## src/rtl/data_bus_bridge_if.sv

```systemverilog
// ----------------------------------------------------------------------------
// data_bus_bridge_if
//   Core data port as seen by the bridge: MEM-stage address, store/load
//   strobes, byte mask and store data going in; load valid and load data
//   coming back in the same cycle.
//
//   Modports
//     master : the core side (drives the request, receives the load data)
//     slave  : the bridge side (receives the request, returns the load data)
// ----------------------------------------------------------------------------
interface data_bus_bridge_if;
    logic [31:0] ip_data_addr;
    logic        ip_data_wr;
    logic [3:0]  ip_data_mask;
    logic [31:0] ip_data_from_proc;
    logic        ip_data_rd;
    logic        op_data_valid;
    logic [31:0] op_data_from_dmem;

    modport master (
        output ip_data_addr, ip_data_wr, ip_data_mask, ip_data_from_proc, ip_data_rd,
        input  op_data_valid, op_data_from_dmem
    );

    modport slave (
        input  ip_data_addr, ip_data_wr, ip_data_mask, ip_data_from_proc, ip_data_rd,
        output op_data_valid, op_data_from_dmem
    );
endinterface

```

## src/rtl/data_bus_bridge.sv

```systemverilog
// ----------------------------------------------------------------------------
// data_bus_bridge
//   Splits core data accesses between the data RAM and a 4 KiB MMIO page.
//   The MMIO page holds a console TX FIFO (drained over valid/ready) and a
//   free-running 64-bit cycle timer. Load data is returned combinationally.
//
//   MMIO word map (offset from MMIO_BASE)
//     0x000 TXDATA    write pushes wdata[7:0] when mask[0]; reads 0
//     0x004 STATUS    [0] full [1] empty [2] overflow (sticky) [15:8] count;
//                     any write clears overflow
//     0x008 MTIME_LO  reads mtime[31:0], latches mtime[63:32] into the shadow
//     0x00C MTIME_HI  reads the shadow latched by the last MTIME_LO read
//     0x010/0x014     MTIMECMP_LO/HI when TIMER_CMP_EN is defined, else 0
//
//   Ports
//     clk            core clock
//     reset          asynchronous assert, active-low; release is expected to
//                    be synchronised to clk upstream
//     bus            core data port (slave modport of data_bus_bridge_if)
//     op_ram_*       RAM request, passthrough except wr (masked by MMIO hit)
//     ip_ram_rdata   RAM asynchronous read data
//     op_tx_valid    TX FIFO head valid
//     op_tx_data     TX FIFO head byte (0 when empty)
//     ip_tx_ready    sink accepts the head byte when op_tx_valid is high
//     op_timer_irq   (TIMER_CMP_EN only) registered mtime >= mtimecmp
//
//   Configuration macro: TIMER_CMP_EN adds MTIMECMP and op_timer_irq.
// ----------------------------------------------------------------------------
module data_bus_bridge #(
    parameter int          TX_FIFO_DEPTH = 8,
    parameter logic [31:0] MMIO_BASE     = 32'hF000_0000
) (
    input  logic                clk,
    input  logic                reset,
    data_bus_bridge_if.slave    bus,
    output logic [31:0]         op_ram_addr,
    output logic                op_ram_wr,
    output logic [3:0]          op_ram_mask,
    output logic [31:0]         op_ram_wdata,
    input  logic [31:0]         ip_ram_rdata,
    output logic                op_tx_valid,
    output logic [7:0]          op_tx_data,
    input  logic                ip_tx_ready
`ifdef TIMER_CMP_EN
    ,
    output logic                op_timer_irq
`endif
);

    localparam int PTR_W = $clog2(TX_FIFO_DEPTH);
    localparam logic [PTR_W:0] DEPTH_CNT = (PTR_W + 1)'(TX_FIFO_DEPTH);

    localparam logic [9:0] W_TXDATA   = 10'd0;
    localparam logic [9:0] W_STATUS   = 10'd1;
    localparam logic [9:0] W_MTIME_LO = 10'd2;
    localparam logic [9:0] W_MTIME_HI = 10'd3;
`ifdef TIMER_CMP_EN
    localparam logic [9:0] W_CMP_LO   = 10'd4;
    localparam logic [9:0] W_CMP_HI   = 10'd5;
`endif

    // ------------------------------------------------------------------
    // Decode
    // ------------------------------------------------------------------
    logic       mmio_hit;
    logic [9:0] word;
    logic       mmio_wr;
    logic       push;
    logic       pop;
    logic       status_wr;
    logic       lo_read;

    assign mmio_hit  = (bus.ip_data_addr[31:12] == MMIO_BASE[31:12]);
    assign word      = bus.ip_data_addr[11:2];
    assign mmio_wr   = bus.ip_data_wr & mmio_hit;
    assign push      = mmio_wr & (word == W_TXDATA) & bus.ip_data_mask[0];
    assign status_wr = mmio_wr & (word == W_STATUS);
    assign lo_read   = bus.ip_data_rd & mmio_hit & (word == W_MTIME_LO);

    assign op_ram_addr  = bus.ip_data_addr;
    assign op_ram_wr    = bus.ip_data_wr & ~mmio_hit;
    assign op_ram_mask  = bus.ip_data_mask;
    assign op_ram_wdata = bus.ip_data_from_proc;

    // ------------------------------------------------------------------
    // TX FIFO: extra pointer bit distinguishes full from empty
    // ------------------------------------------------------------------
    logic [PTR_W:0] wr_ptr;
    logic [PTR_W:0] rd_ptr;
    logic [PTR_W:0] count;
    logic           full;
    logic           overflow;
    logic [7:0]     mem [TX_FIFO_DEPTH];

    assign count       = wr_ptr - rd_ptr;
    assign full        = (count == DEPTH_CNT);
    assign op_tx_valid = (wr_ptr != rd_ptr);
    assign pop         = op_tx_valid & ip_tx_ready;
    assign op_tx_data  = op_tx_valid ? mem[rd_ptr[PTR_W-1:0]] : 8'h00;

    // Full is taken from registered state, so a push into a full FIFO is
    // dropped even when the sink pops in the same cycle.
    logic [63:0] mtime;
    logic [31:0] mtime_hi_shadow;

    always_ff @(posedge clk or negedge reset) begin
        if (!reset) begin
            wr_ptr          <= '0;
            rd_ptr          <= '0;
            overflow        <= 1'b0;
            mtime           <= '0;
            mtime_hi_shadow <= '0;
        end else begin
            // NOTE: state updates use <= so every register samples the
            // pre-edge values, independent of statement order.
            mtime <= mtime + 64'd1;
            if (lo_read) begin
                mtime_hi_shadow <= mtime[63:32];
            end
            if (pop) begin
                rd_ptr <= rd_ptr + 1'b1;
            end
            if (push && !full) begin
                wr_ptr <= wr_ptr + 1'b1;
            end
            if (push && full) begin
                overflow <= 1'b1;
            end else if (status_wr) begin
                overflow <= 1'b0;
            end
        end
    end

    // NOTE: FIFO storage carries no reset; the pointers alone define which
    // entries are live, and the head is masked to 0 while empty.
    always_ff @(posedge clk) begin
        if (push && !full) begin
            mem[wr_ptr[PTR_W-1:0]] <= bus.ip_data_from_proc[7:0];
        end
    end

    // ------------------------------------------------------------------
    // Optional timer compare
    // ------------------------------------------------------------------
`ifdef TIMER_CMP_EN
    logic [63:0] mtimecmp;

    always_ff @(posedge clk or negedge reset) begin
        if (!reset) begin
            mtimecmp     <= '1;
            op_timer_irq <= 1'b0;
        end else begin
            for (int b = 0; b < 4; b++) begin
                if (mmio_wr && (word == W_CMP_LO) && bus.ip_data_mask[b]) begin
                    mtimecmp[8*b +: 8] <= bus.ip_data_from_proc[8*b +: 8];
                end
                if (mmio_wr && (word == W_CMP_HI) && bus.ip_data_mask[b]) begin
                    mtimecmp[32 + 8*b +: 8] <= bus.ip_data_from_proc[8*b +: 8];
                end
            end
            op_timer_irq <= (mtime >= mtimecmp);
        end
    end
`endif

    // ------------------------------------------------------------------
    // Load data
    // ------------------------------------------------------------------
    logic [31:0] mmio_rdata;

    always_comb begin
        // NOTE: default first so no path through the case leaves mmio_rdata
        // unassigned (which would infer a latch).
        mmio_rdata = '0;
        case (word)
            W_STATUS:   mmio_rdata = {16'h0, 8'(count), 5'h0, overflow, ~op_tx_valid, full};
            W_MTIME_LO: mmio_rdata = mtime[31:0];
            W_MTIME_HI: mmio_rdata = mtime_hi_shadow;
`ifdef TIMER_CMP_EN
            W_CMP_LO:   mmio_rdata = mtimecmp[31:0];
            W_CMP_HI:   mmio_rdata = mtimecmp[63:32];
`endif
            default:    mmio_rdata = '0;
        endcase
    end

    assign bus.op_data_valid     = bus.ip_data_rd;
    assign bus.op_data_from_dmem = mmio_hit ? mmio_rdata : ip_ram_rdata;

endmodule
```

## src/flat_wrapper.sv

```systemverilog
// flat-port wrapper written by rule: the top's interface ports become plain ports
module data_bus_bridge_flat 
#(
    parameter int          TX_FIFO_DEPTH = 8,
    parameter logic [31:0] MMIO_BASE     = 32'hF000_0000
)
  (clk, reset, op_ram_addr, op_ram_wr, op_ram_mask, op_ram_wdata, ip_ram_rdata, op_tx_valid, op_tx_data, ip_tx_ready, bus_ip_data_addr, bus_ip_data_wr, bus_ip_data_mask, bus_ip_data_from_proc, bus_ip_data_rd, bus_op_data_valid, bus_op_data_from_dmem);
  data_bus_bridge_if bus_i ();
  input  logic clk;
  input  logic reset;
  output logic [31:0] op_ram_addr;
  output logic op_ram_wr;
  output logic [3:0] op_ram_mask;
  output logic [31:0] op_ram_wdata;
  input  logic [31:0] ip_ram_rdata;
  output logic op_tx_valid;
  output logic [7:0] op_tx_data;
  input  logic ip_tx_ready;
  input wire logic [$bits(bus_i.ip_data_addr)-1:0] bus_ip_data_addr;
  input wire logic [$bits(bus_i.ip_data_wr)-1:0] bus_ip_data_wr;
  input wire logic [$bits(bus_i.ip_data_mask)-1:0] bus_ip_data_mask;
  input wire logic [$bits(bus_i.ip_data_from_proc)-1:0] bus_ip_data_from_proc;
  input wire logic [$bits(bus_i.ip_data_rd)-1:0] bus_ip_data_rd;
  output wire logic [$bits(bus_i.op_data_valid)-1:0] bus_op_data_valid;
  output wire logic [$bits(bus_i.op_data_from_dmem)-1:0] bus_op_data_from_dmem;
  assign bus_i.ip_data_addr = bus_ip_data_addr;
  assign bus_i.ip_data_wr = bus_ip_data_wr;
  assign bus_i.ip_data_mask = bus_ip_data_mask;
  assign bus_i.ip_data_from_proc = bus_ip_data_from_proc;
  assign bus_i.ip_data_rd = bus_ip_data_rd;
  assign bus_op_data_valid = bus_i.op_data_valid;
  assign bus_op_data_from_dmem = bus_i.op_data_from_dmem;
  data_bus_bridge #(.TX_FIFO_DEPTH(TX_FIFO_DEPTH), .MMIO_BASE(MMIO_BASE)) u_core (.clk(clk), .reset(reset), .bus(bus_i), .op_ram_addr(op_ram_addr), .op_ram_wr(op_ram_wr), .op_ram_mask(op_ram_mask), .op_ram_wdata(op_ram_wdata), .ip_ram_rdata(ip_ram_rdata), .op_tx_valid(op_tx_valid), .op_tx_data(op_tx_data), .ip_tx_ready(ip_tx_ready));
endmodule
```

## config.mk

```make
export PLATFORM = sky130hd
export DESIGN_NAME = data_bus_bridge_flat
export DESIGN_NICKNAME = d
export VERILOG_FILES = /design/src/rtl/data_bus_bridge_if.sv /design/src/rtl/data_bus_bridge.sv /design/src/flat_wrapper.sv
export SDC_FILE = /design/constraint.sdc
export NUM_CORES = 1
export LEC_CHECK = 0
export ABC_AREA = 1
export BUFFER_PORTS_ARGS = -buffer_cell sky130_fd_sc_hd__buf_2
export CORE_MARGIN = 4
export CORE_UTILIZATION = 25
export CTS_CLUSTER_DIAMETER = 50
export DETAILED_ROUTE_END_ITERATION = 16
export PLACE_DENSITY = 0.52
export SYNTH_ARGS = -nofsm -noshare
export SYNTH_HDL_FRONTEND = slang
export SYNTH_SLANG_ARGS = --single-unit
```

## constraint.sdc

```tcl
create_clock -name clk -period 2.8 [get_ports clk]
set_input_delay 0.28 -clock clk [delete_from_list [all_inputs] [get_ports clk]]
set_output_delay 0.28 -clock clk [all_outputs]
set_load 0.02 [all_outputs]
```

* Word level (Yosys, flattened, before mapping)
Memories as Yosys holds them, arrays and structs flattened.
Cells that the tools add are included.
** Operators by class
- Equality and inequality tests :: 6
- Reduce and logical (&&, ||, !) cells :: 5
- Add/subtract/negate cells :: 4
- Muxes and demuxes :: 7
- Bitwise logic cells :: 10
** Operator list (count)
- case mux 32 bit (3 select lines) :: 1
- adder 64 x 1 -> 64 bit (second input constant) :: 1
- two-way mux 32 bit :: 1
- == test 10 x 2 -> 1 bit (second input constant) :: 2
- == test 20 bit (second input constant) :: 1
- == test 10 x 1 -> 1 bit (second input constant) :: 1
- logical NOT 10 bit :: 1
- adder 4 x 1 -> 4 bit (second input constant) :: 2
- bitwise AND 1 bit :: 8
- two-way mux 8 bit :: 1
- == test 4 bit (second input constant) :: 1
- two-way mux 1 bit :: 4
- inequality test 4 bit :: 1
- subtractor 4 bit :: 1
- logical AND 1 bit :: 2
- NOT 1 bit :: 2
- nonzero test 2 bit :: 1
- logical NOT 1 bit :: 1
** Storage, ports and cells
- Bits in writable memories :: 64
- Logic and storage cells :: 38
- Memories :: 1
- Register bits after elaboration :: 105
- Input port bits :: 105
- Output and inout port bits :: 111
** Memories
- u_core.mem :: depth 8, width 8, rd ports 1, clocked after Yosys merged registers in 0, wr ports 1, RTL line data_bus_bridge.sv:93 : logic [7:0] mem [TX_FIFO_DEPTH];

* Depth between registers and ports, before layout
- Word-level depth :: 7
- Mapped depth :: 12

* Worst setup path after synthesis
OpenSTA, ideal clock, no wires.
- Kind :: register -> register
- From :: register u_core.rd_ptr[1]
- To :: memory u_core.mem[6][0], enable pin
- Required time :: 2417 ps
- Buffers on the path :: 2
- Library setup time :: 383 ps
- Slack :: -166 ps
- Cell stages (with the launch flop) :: 10
- Clock period less this slack :: 2966 ps
- Arrival :: 2583 ps
- Cells stage by stage :: dfrtp_1 buf_2 clkbuf_1 inv_2 fa_1 or2_2 nor2_1 nand3_1 nand3_1 nor3_1
** Between the ends
- Longest elaborated chain between the ends :: 6
** RTL lines
- start, declared :: RTL line data_bus_bridge.sv:89 : logic [PTR_W:0] rd_ptr;
- start signal, assigned :: RTL line data_bus_bridge.sv:121 : rd_ptr <= rd_ptr + 1'b1;
- subtractor 4 bit :: RTL line data_bus_bridge.sv:95 : assign count = wr_ptr - rd_ptr;
- == test 4 bit :: RTL line data_bus_bridge.sv:96 : assign full = (count == DEPTH_CNT);
- logical NOT 1 bit :: RTL line data_bus_bridge.sv:137 : if (push && !full) begin
- logical AND 1 bit :: RTL line data_bus_bridge.sv:137
- two-way mux 1 bit :: RTL line data_bus_bridge.sv:137
- two-way mux 1 bit (not written as such) :: RTL line data_bus_bridge.sv:138 : mem[wr_ptr[PTR_W-1:0]] <= bus.ip_data_from_proc[7:0];
- end, declared :: RTL line data_bus_bridge.sv:93
Every way passes these cells.

* Worst setup path in the final report
- From :: register u_core.rd_ptr[0]
- To :: output bus_op_data_from_dmem[0]
** Between the ends
- Longest elaborated chain between the ends :: 4
** RTL lines
- subtractor 4 bit :: RTL line data_bus_bridge.sv:95
- == test 4 bit :: RTL line data_bus_bridge.sv:96
- case mux 32 bit (3 select lines) :: RTL line data_bus_bridge.sv:175 : case (word)
- two-way mux 32 bit :: RTL line data_bus_bridge.sv:188 : assign bus.op_data_from_dmem = mmio_hit ? mmio_rdata : ip_ram_rdata;
- end, declared :: RTL line flat_wrapper.sv:25 : output wire logic [$bits(bus_i.op_data_from_dmem)-1:0] bus_op_data_from_dmem;
Every way passes these cells.

==> impl_metrics.ini <==
[drt]
drt_first_iter_violations = 660
vias_per_cell = 4.42
detail_route.wl_per_cell_um = 16.2
via_count = 8102
wl_um = 29600
route.detailed.drc = 0
final_antenna_net_count = 0
first_pass_iters = 5

[critical_path]
slowest_stage = fa_1
path_class = flop to output pin
arrival_ps = 2470
critPathRequiredTime_ps = 2520
cp_common_cell = nand2_1
cp-end-kind = output pin
critPathMaxFanout = 2
crit_path_cell_trace = ha_1 > inv_1 > fa_1 > or2_4 > nor2_2 > buf_4 > nand3_1 > nand2_1 > nand2_1 > nand2_1 > buf_6
critical_path.startpoint_type = flop
cp_slowest_stage_delay_ps = 440

[pwr]
pwr-share-seq_pct = 39.9
p_int_mw = 4.33
p_clk_share_pct = 37.0
power_density_nw_per_um2 = 576
p_sw_mw = 2.22
switching_share_pct = 33.9
ir_worst_vdd_uv = 310
power_frac_comb_pct = 23.0
p_leak_nw = 4.87

[global_route]
grt_use_met2_pct = 25.5
antenna_found_initial = 0
grt_pass1_wl_um = 45500
grt_pass1_vias = 8046
grt-busiest-layer = met2
grt_max_degree = 51
overflow = 0
grtUsageMet1_pct = 16.7
track_usage_pct = 14.0
grt_util_met3_pct = 2.49

[clock_tree]
cts_tree = yes
cts_sinks = 169
clk_pin_slew_worst_paths_ps = 80
htree_levels = 4
clockRootBuffer = clkbuf_16
cts_buffers = 17
clk_path_buf_depth = 2
worstSkewPairLatency_ps = 440

[timing]
fmax_mhz = 364
setup_ws_ps = 54.4
maxSlewHeadroom_pct = 47.0
fin_worst_skew_ps = 13.0
finalSetupTns_ps = 0
worst_slew_pin_slew_ps = 795
timing.hold.ws_ps = 182
setup_viol = 0
period_needed_ps = 2750
period_share_pct = 98.1
finalMaxSlewViolations = 0
rsz0062_at_grt = yes
hold_viol_final = 0

[finish]
antenna_cells = 0
fin_cells = 1831
drive_gt1_share_pct = 22.1
final_net_count = 1412
area_growth_pct = 16.7

[place]
dp.final_hpwl_um = 23300
portBuffers = 157
place.gp.congestion = 0.908
pre_cts_ws_ps = -69.9
place_inst = 1797

[synth]
syn_nets = 1309
ys.flop_type = dfrtp_1
netlist_area_um2 = 9730
async_flop_share_pct = 62.1
yosys_warnings = 0
syn_inst = 1197
synthTopCellsByArea = dfrtp_1, edfxtp_1, nand2_1
yosys.area.top_type = dfrtp_1
synth_most_common_cell = nand2_1
synth.distinct_cells = 37
synth-edff-count = 64
synth_top_cell_area_share_pct = 27.0
synth.ff_latch_count = 169
synthTopCellsByCount = nand2_1, nor2_1, dfrtp_1, nand3_1, inv_1
synth.yosys.seq_area_share_pct = 46.7
avgSynthCellArea_um2 = 8.13

[die]
die_h_um = 205
die_w_um = 205
ioPinCount = 216
dieArea_um2 = 42100
num_rows = 72
initial_core_util_pct = 25.2
coreArea_um2 = 38600

[run]
cap_violations = 0

[run_status]
status = finished, final reports clean

[min_path]
holdCritPathClass = primary input to flop
[cells by family after synthesis]
kind of cell,Yosys count,share of synthesized area (%)
buf+inv,205,11.3
compound gates,108,6.92
fa+ha+maj,7,0.977
flops,169,46.7
xor+xnor,54,4.86
simple gates,654,29.2
[state kept, by name (all words and copies together), names as in the netlist]
signal,cells
u_core.wr_ptr,4
u_core.mtime_hi_shadow,32
u_core.rd_ptr,4
u_core.mem,64
u_core.mtime,64
u_core.overflow,1
[critical path, delay by kind of cell (launching register included)]
family                   cells  cell delay, ps
adder cells (fa/ha/maj)      2             640
buffers and inverters        3             310
flip-flops                   1             400
AND/OR/NAND/NOR              6             670
[cell usage in the layout (no fill, tap or decap), drive strengths merged, types with 2 or more instances in the layout]
master / count
nand3: 106
clkbuf: 17
and3: 2
and2: 3
inv: 113
nand4: 29
nor2: 171
edfxtp: 64
dfrtp: 105
clkinv: 5
a31oi: 8
a21oi: 3
buf: 185
o21ai: 96
ha: 6
nor3: 37
xor2: 53
or2: 2
nand2: 301
[power groups by stage]
stage	clock network [mW]	logic, mW	registers [mW]
floorplan	0	1.02	2.66
global placement	0	1.50	2.66
detailed placement	0	1.51	2.67
CTS	2.48	1.53	2.61
global route	2.60	1.69	2.62
finish	2.42	1.51	2.61
[worst paths after layout]
path / startpoint / end / slack, ps / depth (start not counted)
worst min-delay path: ip_tx_ready / u_core.rd_ptr[0] / 180 / 3
max in group asynchronous: reset / u_core.mtime[10] / 1720 / 3
worst max register to register: u_core.wr_ptr[0] / u_core.mem[3][5] / 60 / 10
worst max-delay path: u_core.rd_ptr[0] / bus_op_data_from_dmem[0] / 50 / 11
worst min register to register: u_core.mtime[63] / u_core.mtime[63] / 470 / 1
min in group asynchronous: reset / u_core.mtime[29] / 370 / 2
[per-stage QoR]
stage | cell area (um2) | util (%) | total power [mW]
6_report | 11400 | 29.4 | 6.54
4_1_cts | 11300 | 29.4 | 6.62
2_1_floorplan | 9730 | - | 3.69
5_1_grt | 11400 | 29.4 | 6.90
3_3_place_gp | 10700 | 27.7 | 4.17
3_5_place_dp | 10700 | 27.7 | 4.17
[metal layers]
layer,up-vias,wire length (um)
met2,190,15500
met5,-,0
li1,4033,-
met4,0,837
met3,41,1200
met1,3838,12100
[layout make-up]
cell class	instances	area (um2)
sequential	169	4550
multi-input combinational	823	4120
tap	518	648
clock inverter	15	186
inverter	103	389
fill	4180	27200
timing repair buffer	186	1040
clock buffer	17	425
[repair_timing]
action                     in CTS  in global routing
pin swaps                       1                  0
hold endpoints to repair       38                  0
hold buffers                    1                  0
setup endpoints to repair      33                 29
resized for setup               9                  2
buffers inserted                0                  1
No activity file was read; power rests on OpenSTA's default activity.
